## config.mk

```make
export PLATFORM = sky130hd
export DESIGN_NAME = cdc_fifo_rd_stream_packer
export DESIGN_NICKNAME = d
export VERILOG_FILES = /design/src/rtl/cdc_harness_pkg.sv /design/src/rtl/cdc_stream_outq.sv /design/src/rtl/cdc_fifo_rd_stream_packer.sv
export SDC_FILE = /design/constraint.sdc
export NUM_CORES = 1
export LEC_CHECK = 0
export ABC_AREA = 1
export BUFFER_PORTS_ARGS = -buffer_cell sky130_fd_sc_hd__buf_2
export CAP_MARGIN = 5
export CORE_ASPECT_RATIO = 1.4
export CORE_MARGIN = 8
export CORE_UTILIZATION = 63
export DETAILED_ROUTE_END_ITERATION = 12
export PLACE_DENSITY_LB_ADDON = 0.25
export RECOVER_POWER = 25
export SYNTH_ARGS = -nofsm -noshare
export SYNTH_HDL_FRONTEND = slang
export SYNTH_SLANG_ARGS = --single-unit
```

## constraint.sdc

```tcl
create_clock -name rd_clk -period 3 [get_ports rd_clk]
set_input_delay 0.15 -clock rd_clk [delete_from_list [all_inputs] [get_ports rd_clk]]
set_output_delay 0.15 -clock rd_clk [all_outputs]
set_load 0.02 [all_outputs]
```

## src/rtl/cdc_harness_pkg.sv

```systemverilog
// Shared constants and helpers for the CDC FIFO read-side stream packer.
// Read latency, output queue depth and beat width helper.
package cdc_harness_pkg;

    localparam int RD_LATENCY = 1;
    localparam int OUTQ_DEPTH = 3;

    function automatic int beat_width(input int dw, input int pk);
        return dw * pk;
    endfunction

endpackage

```

## src/rtl/cdc_stream_outq.sv

```systemverilog
// Three-entry valid/ready output queue for packed beats.
// Head entry drives the stream; push and pop may coincide at any level.
module cdc_stream_outq
    import cdc_harness_pkg::*;
#(
    parameter int W = 16
) (
    input  logic         clk,
    input  logic         rst_n,
    input  logic         push_i,
    input  logic [W-1:0] push_data_i,
    input  logic         push_last_i,
    input  logic         pop_i,
    output logic         valid_o,
    output logic [W-1:0] data_o,
    output logic         last_o,
    output logic [1:0]   level_o
);

    logic [W:0] mem_q [OUTQ_DEPTH];
    logic [1:0] wr_ptr_q;
    logic [1:0] rd_ptr_q;
    logic [1:0] level_q;
    logic       pop_w;

    function automatic logic [1:0] ptr_inc(input logic [1:0] p);
        return (p == 2'(OUTQ_DEPTH - 1)) ? 2'd0 : p + 2'd1;
    endfunction

    // Head view and effective pop (only when something is queued)
    always_comb begin
        valid_o          = (level_q != 2'd0);
        {last_o, data_o} = mem_q[rd_ptr_q];
        level_o          = level_q;
        pop_w            = pop_i && valid_o;
    end

    // Ring storage, pointers and occupancy
    always_ff @(posedge clk or negedge rst_n) begin
        if (!rst_n) begin
            for (int i = 0; i < OUTQ_DEPTH; i++) begin
                mem_q[i] <= '0;
            end
            wr_ptr_q <= 2'd0;
            rd_ptr_q <= 2'd0;
            level_q  <= 2'd0;
        end else begin
            if (push_i) begin
                mem_q[wr_ptr_q] <= {push_last_i, push_data_i};
                wr_ptr_q        <= ptr_inc(wr_ptr_q);
            end
            if (pop_w) begin
                rd_ptr_q <= ptr_inc(rd_ptr_q);
            end
            level_q <= level_q + 2'(push_i) - 2'(pop_w);
        end
    end

    a_no_overflow: assert property (
        @(posedge clk) disable iff (!rst_n)
        !(push_i && !pop_w && (level_q == 2'(OUTQ_DEPTH)))
    );

endmodule

```

## src/rtl/cdc_fifo_rd_stream_packer.sv

```systemverilog
// Read-domain consumer of the CDC FIFO: packs PACK words per beat
// and streams beats with periodic tlast, never popping an empty FIFO.
module cdc_fifo_rd_stream_packer
    import cdc_harness_pkg::*;
#(
    parameter int DATA_WIDTH = 4,
    parameter int PACK       = 4,
    parameter int BURST_LEN  = 4
) (
    input  logic                                       rd_clk,
    input  logic                                       rd_rst_n_async,
    input  logic                                       rd_empty,
    input  logic [DATA_WIDTH-1:0]                      rd_data,
    output logic                                       rd_en,
    output logic                                       m_tvalid,
    input  logic                                       m_tready,
    output logic [beat_width(DATA_WIDTH, PACK)-1:0]    m_tdata,
    output logic                                       m_tlast,
    output logic [1:0]                                 q_level
);

    localparam int BW = beat_width(DATA_WIDTH, PACK);
    localparam int IW = (PACK > 1) ? $clog2(PACK) : 1;
    localparam int CW = (BURST_LEN > 1) ? $clog2(BURST_LEN) : 1;

    logic [IW-1:0] rd_idx_q;
    logic [IW-1:0] word_idx_q;
    logic [CW-1:0] beat_cnt_q;
    logic          inflight_q;
    logic          infl_last_q;
    logic [BW-1:0] acc_q;
    logic [BW-1:0] beat_d;
    logic          this_done_d;
    logic [2:0]    need_d;
    logic          push_d;
    logic          last_d;

    // Read credit: a read is issued only if every beat it or the
    // in-flight read completes still fits in the output queue
    always_comb begin
        this_done_d = (rd_idx_q == IW'(PACK - 1));
        need_d      = {1'b0, q_level} + {2'b0, infl_last_q}
                    + {2'b0, this_done_d};
        rd_en       = rd_rst_n_async && !rd_empty
                    && (need_d <= 3'(OUTQ_DEPTH));
    end

    // Beat assembly: the captured word closes the beat in the top slice
    always_comb begin
        push_d = inflight_q && (word_idx_q == IW'(PACK - 1));
        last_d = (beat_cnt_q == CW'(BURST_LEN - 1));
        beat_d = acc_q;
        beat_d[(PACK-1)*DATA_WIDTH +: DATA_WIDTH] = rd_data;
    end

    // Read tracking, word capture and packet beat counting
    always_ff @(posedge rd_clk or negedge rd_rst_n_async) begin
        if (!rd_rst_n_async) begin
            rd_idx_q    <= '0;
            word_idx_q  <= '0;
            beat_cnt_q  <= '0;
            inflight_q  <= 1'b0;
            infl_last_q <= 1'b0;
            acc_q       <= '0;
        end else begin
            inflight_q  <= rd_en;
            infl_last_q <= rd_en && this_done_d;
            if (rd_en) begin
                rd_idx_q <= this_done_d ? '0 : rd_idx_q + IW'(1);
            end
            if (inflight_q) begin
                for (int i = 0; i < PACK; i++) begin
                    if (word_idx_q == IW'(i)) begin
                        acc_q[i*DATA_WIDTH +: DATA_WIDTH] <= rd_data;
                    end
                end
                word_idx_q <= push_d ? '0 : word_idx_q + IW'(1);
            end
            if (push_d) begin
                beat_cnt_q <= last_d ? '0 : beat_cnt_q + CW'(1);
            end
        end
    end

    cdc_stream_outq #(
        .W (BW)
    ) u_outq (
        .clk         (rd_clk),
        .rst_n       (rd_rst_n_async),
        .push_i      (push_d),
        .push_data_i (beat_d),
        .push_last_i (last_d),
        .pop_i       (m_tready),
        .valid_o     (m_tvalid),
        .data_o      (m_tdata),
        .last_o      (m_tlast),
        .level_o     (q_level)
    );

    a_no_read_empty: assert property (
        @(posedge rd_clk) disable iff (!rd_rst_n_async)
        rd_en |-> !rd_empty
    );

    a_rd_latency: assert property (
        @(posedge rd_clk) disable iff (!rd_rst_n_async)
        rd_en |-> ##RD_LATENCY inflight_q
    );

    a_axi_stable: assert property (
        @(posedge rd_clk) disable iff (!rd_rst_n_async)
        (m_tvalid && !m_tready) |=>
            (m_tvalid && $stable(m_tdata) && $stable(m_tlast))
    );

endmodule
```

==> flow_metrics.env, run 1 <==
export IMPL_layout_cells_most_common_list="nand2_1 (138), dfrtp_1 (77), o21ai_1 (44)"
export IMPL_syn_avg_cell_area_sq_um=9.09
export IMPL_diodes=0
export IMPL_cts_htree_levels=3
export IMPL_max_freq_mhz=422
export IMPL_worstSetupStartpoint="rd_idx_q[0]"
export IMPL_netlist_area_sq_mm=0.00340
export IMPL_met3_usage_pct=4.10
export IMPL_vias=2546
export IMPL_drt_total_wl_mm=6.64
export IMPL_startpoint_type="flop"
export IMPL_synth_cells=374
export IMPL_hold_class="in2reg"
export IMPL_ir_worst_vdd_mv=0.693
export IMPL_p_sw_mw=1.59
export IMPL_p_leak_nw=1.92
export IMPL_ctsHoldBuffers=0
export IMPL_final_common_cell="nand2_1"
export IMPL_place_congestion=0.789
export IMPL_slew_limit_headroom_pct=-22.3
export IMPL_fin_ws_ps=628
export IMPL_fin_setup_tns_ps=0
export IMPL_rsz0062_at_grt="no"
export IMPL_grt_max_degree=78
export IMPL_grt_ovfl_total=0
export IMPL_grt_util_all_layers_pct=18.0
export IMPL_dieArea_sq_mm=0.00804
export IMPL_ff2ff_path_depth=7
export IMPL_grt_pass1_wl_mm=11.5
export IMPL_power_frac_clock_pct=16.9
export IMPL_violations="max-capacitance violations, max-slew violations"
export IMPL_start_util_pct=65.4
export IMPL_power_density_mw_per_mm2=1050
export IMPL_dp_hpwl_mm=4.21
export IMPL_io_pins=29
export IMPL_cts_buffers=9
export IMPL_drtIter0Drc=187
export IMPL_cts_resized=0
export IMPL_cts_setup_buffers=0
export IMPL_portBuffers=28
export IMPL_report_final_slew_viol_count=78
export IMPL_swShare_pct=41.0
export IMPL_dr_pass1_iters=4
export IMPL_critPathCapture="rd_en"
export IMPL_clockBufferDepth=2
export IMPL_synth_top_cell_area_share_pct=56.7
export IMPL_grt_use_met2_pct=33.1
export IMPL_antenna_found_initial=0
export IMPL_combPwrFrac_pct=38.5
export IMPL_hold_viol=0
export IMPL_skew_ps=4.78
export IMPL_die_h_um=103
export IMPL_cts_root_buffer="clkbuf_8"
export IMPL_path_clk_slew_ps=70
export IMPL_timing_rr_end="rd_idx_q[0]"
export IMPL_cp_max_fo=4
export IMPL_area_growth_pct=8.83
export IMPL_synth_area_top_cells="dfrtp_1 (57%), nand2_1 (15%), o21ai_1 (6.5%)"
export IMPL_yosysSeqAreaShare_pct=56.7
export IMPL_met1_usage_pct=19.7
export IMPL_rows=31
export IMPL_fp_dieW_um=78.1
export IMPL_arrival_ps=2220
export IMPL_drc_errors=0
export IMPL_drive_gt1_share_pct=13.8
export IMPL_status="finished with violations"
export IMPL_finalCriticalPeriod_ps=2370
export IMPL_grt_pass1_vias=2524
export IMPL_end_kind="output pin"
export IMPL_synth_cell_types=24
export IMPL_preCtsSetupSlack_ps=974
export IMPL_ff2ff_setup_slack_ps=1140
export IMPL_synth_nets=393
export IMPL_vias_per_cell=5.39
export IMPL_clk_latency_ps=340
export IMPL_postRouteAntennaNets=0
export IMPL_fin_crit_sh_pct=79.1
export IMPL_crit_required_ps=2850
export IMPL_ys_ff_latch=77
export IMPL_core_area_sq_mm=0.00520
export IMPL_nets=421
export IMPL_max_slew_worst_pin_slew_ps=1830
export IMPL_internal_power_mw=2.28
export IMPL_maxCapViolCount=1
export IMPL_worstReg2RegStart="rd_idx_q[0]"
export IMPL_yosysTopAreaCell="dfrtp_1"
export IMPL_synth_warnings=0
export IMPL_drt_wirelength_per_cell_um=14.1
export IMPL_top_usage_layer="met2"
export IMPL_clock_sinks=77
export IMPL_cts_tree="done"
export IMPL_seq_power_share_pct=44.7
export IMPL_setup_violations_final=0
export IMPL_critical_path_class="reg2out"
[cells in the mapped netlist]
master and n:
nand2_4 1, nand3b_1 1, ha_1 10, o21ai_0 17
inv_4 1, buf_2 5, nand3_1 20, buf_6 2
o21a_1 1, nand2_2 1, nand4_4 1, fa_1 1
o21ai_2 7, xnor2_1 1, buf_4 6, nand2_1 138
xor2_1 1, o21ai_1 44, nor2_4 2, dfrtp_1 77
nand4_2 1, nor2_1 4, inv_1 31, nor2_2 1
[state kept, by name (all words and copies together) (netlist names)]
name             flops
infl_last_q          1
rd_idx_q             2
inflight_q           1
u_outq.level_o       2
beat_cnt_q           2
u_outq.rd_ptr_q      2
acc_q               12
u_outq.wr_ptr_q      2
word_idx_q           2
u_outq.mem_q        51
[worst max-delay path, cell delays in order (launching register included)]
cell	delay [ps]
dfrtp_1	400
ha_1	250
fa_1	410
ha_1	280
nand3b_1	190
nand2_1	150
inv_1	60
buf_2	160
[per-stage QoR]
| stage | hold WS, ps | power, mW | std cells | utilization [%] | cell area (sq um) |
|---|---|---|---|---|---|
| finish | 91.4 | 3.87 | 472 | 71.2 | 3700 |
| CTS | 79.9 | 3.90 | 472 | 71.3 | 3700 |
| global placement | 435 | 3.17 | 457 | 68.2 | 3540 |
| global route | 104 | 4.18 | 472 | 71.2 | 3700 |
| floorplan | -146 | 2.80 | 374 | - | 3400 |
| detailed placement | 445 | 3.24 | 457 | 68.2 | 3540 |
[area by class of cell]
type / count / area (sq um)
clock buffers: 13 / 149
clock inverters: 2 / 10.0
fillers: 427 / 1500
inverters: 32 / 123
multi-input cells: 252 / 1260
flip-flops and latches: 77 / 1930
well taps: 66 / 82.6
repair buffers: 30 / 151
[power groups by stage]
stage / Clock [mW] / Sequential, mW / Combinational (mW)
floorplan: 0 / 1.69 / 1.11
global placement: 0 / 1.72 / 1.46
detailed placement: 0 / 1.74 / 1.50
CTS: 0.668 / 1.72 / 1.51
global route: 0.709 / 1.78 / 1.69
finish: 0.653 / 1.73 / 1.49
[per-layer routing]
metal | wire, um | up-vias
li1 | - | 1250
met5 | 0 | -
met1 | 2720 | 1232
met3 | 317 | 7
met4 | 78 | 0
met2 | 3520 | 57
[cell families (layout without fill, tap and decap cells)]
logic type                 after synthesis  after routing  share of synthesized area (%)
buffers and inverters                   45             77                           6.33
and+or+nand+nor                        170            170                           21.2
adders and majority gates               11             11                           4.27
xor gates and xnor gates                 2              2                          0.515
DFF                                     77             77                           56.7
AOI/OAI and AO/OA                       69             69                           11.0
[how the worst min path moves through the flow]
stage	from	end	slack, ps	cells after the start
CTS	rd_empty	rd_idx_q[1]	80	4
global route	rd_empty	rd_idx_q[1]	100	4
finish	rd_empty	rd_idx_q[1]	90	4
global placement	rd_empty	rd_idx_q[0]	430	4
floorplan	rd_rst_n_async	acc_q[0]	-150	0
detailed placement	rd_empty	rd_idx_q[1]	440	4
No activity file was read; power rests on OpenSTA's default activity.
==> inputs of run 2 (changes only) <==
--- a/config.mk
+++ b/config.mk
@@ -5,12 +5,12 @@
 export SDC_FILE = /design/constraint.sdc
 export NUM_CORES = 1
 export LEC_CHECK = 0
-export ABC_AREA = 1
+export ABC_AREA = 0
 export BUFFER_PORTS_ARGS = -buffer_cell sky130_fd_sc_hd__buf_2
 export CAP_MARGIN = 5
 export CORE_ASPECT_RATIO = 1.4
 export CORE_MARGIN = 8
-export CORE_UTILIZATION = 63
+export CORE_UTILIZATION = 53
 export DETAILED_ROUTE_END_ITERATION = 12
 export PLACE_DENSITY_LB_ADDON = 0.25
 export RECOVER_POWER = 25
==> constraint.sdc (replaced) <==
create_clock -name rd_clk -period 2.1 [get_ports rd_clk]
set_input_delay 0.105 -clock rd_clk [delete_from_list [all_inputs] [get_ports rd_clk]]
set_output_delay 0.105 -clock rd_clk [all_outputs]
set_load 0.02 [all_outputs]
==> run 2 against run 1 <==
  * The run ends with negative setup slack left
  * Register-to-register slack lost 1100 ps
  * Synthesized cell count shrank 33%
  * Count of clock-buffer cells in the layout is the same
  * Combinational power grew 40%
  * Worst setup slack lost 640 ps
  * Worst hold slack gained 1.9 ps
  * Global-route usage shrank 3.3 points
==> flow_metrics.env, run 2 <==
export IMPL_final_cells=370
export IMPL_async_flop_share_pct=100
export IMPL_maxCapViolCount=0
export IMPL_met1_usage_pct=18.4
export IMPL_max_slew_worst_pin_slew_ps=1030
export IMPL_drtIter0Drc=89
export IMPL_layout_cells_most_common_list="dfrtp_1 (77), mux2_2 (67), buf_2 (26)"
export IMPL_preCtsSetupSlack_ps=23.7
export IMPL_grt_pass1_wl_mm=11.0
export IMPL_skew_ps=9.02
export IMPL_met3_usage_pct=3.60
export IMPL_finalPower_mw=5.98
export IMPL_top_usage_layer="met2"
export IMPL_whs_ps=93.3
export IMPL_cts_htree_levels=3
export IMPL_synth_common_cells="dfrtp_1 (77), mux2_2 (67), nand2_1 (25), o21ai_0 (20), mux2i_1 (17)"
export IMPL_synth_top_cell_area_share_pct=56.4
export IMPL_report_final_slew_viol_count=0
export IMPL_violations="negative setup slack"
export IMPL_hold_class="in2reg"
export IMPL_die_h_um=111
export IMPL_cts_buffers=9
export IMPL_drt_wirelength_per_cell_um=17.2
export IMPL_clock_sinks=77
export IMPL_antenna_found_initial=0
export IMPL_arrival_ps=2010
export IMPL_cts_root_buffer="clkbuf_8"
export IMPL_fp_dieW_um=83.9
export IMPL_fin_ws_ps=-12.3
export IMPL_grt_util_all_layers_pct=14.7
export IMPL_drive_gt1_share_pct=43.6
export IMPL_io_pins=29
export IMPL_nets=312
export IMPL_synth_cells=251
export IMPL_grt_use_met2_pct=22.9
export IMPL_post_route_util_pct=64.2
export IMPL_path_clk_slew_ps=80
export IMPL_top_regs="u_outq.mem_q x51, acc_q x12"
export IMPL_hold_viol=0
export IMPL_core_area_sq_mm=0.00621
export IMPL_diodes=0
export IMPL_dp_hpwl_mm=4.25
export IMPL_vias_per_cell=5.47
export IMPL_portBuffers=28
export IMPL_rsz0062_at_grt="yes"
export IMPL_cp_max_fo=3
export IMPL_grt_max_degree=78
export IMPL_setup_violations_final=1
export IMPL_rows=34
export IMPL_dieArea_sq_mm=0.00931
export IMPL_place_congestion=0.755
export IMPL_p_leak_nw=1.98
export IMPL_postRouteAntennaNets=0
export IMPL_clk_latency_ps=340
export IMPL_grt_ovfl_total=0
export IMPL_area_growth_pct=16.6
export IMPL_max_freq_mhz=473
export IMPL_grt_pass1_vias=2198
export IMPL_place_area_sq_mm=0.00369
export IMPL_ys_flop_type="dfrtp_1"
export IMPL_synth_area_top_cells="dfrtp_1 (56%), mux2_2 (22%), mux2i_1 (5.0%)"
export IMPL_synth_warnings=0
export IMPL_power_density_mw_per_mm2=1500
export IMPL_synth_cell_types=23
export IMPL_drt_total_wl_mm=6.38
export IMPL_design_area_sq_mm=0.00399
export IMPL_synth_edf_count=0
export IMPL_ff2ff_setup_slack_ps=40
export IMPL_ir_worst_vdd_mv=0.724
export IMPL_vias=2025
export IMPL_largest_register_ffs=51
export IMPL_critical_path_class="reg2out"
export IMPL_finalCriticalPeriod_ps=2110
export IMPL_final_common_cell="dfrtp_1"
export IMPL_synth_nets=270
export IMPL_drc_errors=0
export IMPL_yosysSeqAreaShare_pct=56.4
export IMPL_yosysTopAreaCell="dfrtp_1"
export IMPL_syn_avg_cell_area_sq_um=13.6
export IMPL_dr_pass1_iters=4
export IMPL_startpoint_type="flop"
export IMPL_end_kind="output pin"
export IMPL_clockBufferDepth=2
export IMPL_yosysMostFrequentCell="dfrtp_1"
export IMPL_crit_required_ps=2000
export IMPL_start_util_pct=55.0
export IMPL_fin_crit_sh_pct=101
export IMPL_top_register="u_outq.mem_q"
export IMPL_cts_tree="done"
export IMPL_fin_setup_tns_ps=-12.3
export IMPL_netlist_area_sq_mm=0.00342
export IMPL_ys_ff_latch=77
export IMPL_dp_cells=352
export IMPL_status="finished with violations"
export IMPL_slew_limit_headroom_pct=31.6
[run 2: changes by cell type in the layout (fill, tap and decap cells not counted), moves of 3 or more]
cell,change
nand2_1,-114
mux2_2,+67
o21ai_1,-44
inv_1,-25
nand3_1,-20
mux2i_1,+17
buf_4,+10
o21ai_2,-7
a21o_1,+3
bufinv_16,+3
o21ai_0,+3
[run 2: per-layer routing]
layer,wire length [um],up-vias
li1,-,960
met1,2910,1026
met2,3180,31
met3,192,8
met4,95,0
met5,0,-
[run 2: cell families (layout without fill, tap and decap cells)]
| family | after synthesis | after routing | synth area share (%) |
|---|---|---|---|
| xor+xnor | 2 | 2 | 0.513 |
| buf+inv | 16 | 63 | 2.31 |
| mux | 84 | 84 | 27.1 |
| simple gates | 37 | 37 | 5.60 |
| fa+ha+maj | 11 | 11 | 4.25 |
| compound gates | 24 | 24 | 3.88 |
| flops | 77 | 77 | 56.4 |
[run 2: worst max-delay path, cell delays in order, from the launching register on]
cell,delay (ps)
dfrtp_1,420
ha_4,190
fa_2,390
ha_4,280
nand2_2,30
o211a_1,220
buf_6,140
[run 2: layout make-up]
| class | instances | area, sq um |
|---|---|---|
| Sequential cell | 77 | 1930 |
| Timing Repair Buffer | 41 | 245 |
| Multi-Input combinational cell | 158 | 1440 |
| Fill cell | 512 | 2230 |
| Tap cell | 72 | 90.1 |
| Clock inverter | 3 | 90.1 |
| Clock buffer | 13 | 169 |
| Inverter | 6 | 22.5 |
[run 2: repair_timing]
item	CTS	global route
hold buffers	1	0
endpoints found under the setup margin	1	3
gates resized for setup	3	4
pin swaps	2	5
buffers inserted	1	0
endpoints found under the hold margin	77	0
[run 2: final timing paths]
path | from | endpoint | cells after the start
setup / recovery | rd_idx_q[0] | rd_en | 6
hold / removal | rd_data[0] | acc_q[8] | 2
setup reg to reg | rd_idx_q[0] | rd_idx_q[0] | 7
hold reg to reg | u_outq.mem_q[38] | u_outq.mem_q[38] | 1
max in group asynchronous | rd_rst_n_async | u_outq.mem_q[9] | 3
min in group asynchronous | rd_rst_n_async | u_outq.mem_q[39] | 3
[run 2: power breakdown]
part | total, mW | switching [mW] | internal, mW | leakage, nW
sequential | 2.51 | 0.426 | 2.08 | 0.983
clock | 1.40 | 0.509 | 0.888 | 0.130
combinational | 2.08 | 1.07 | 1.01 | 0.868
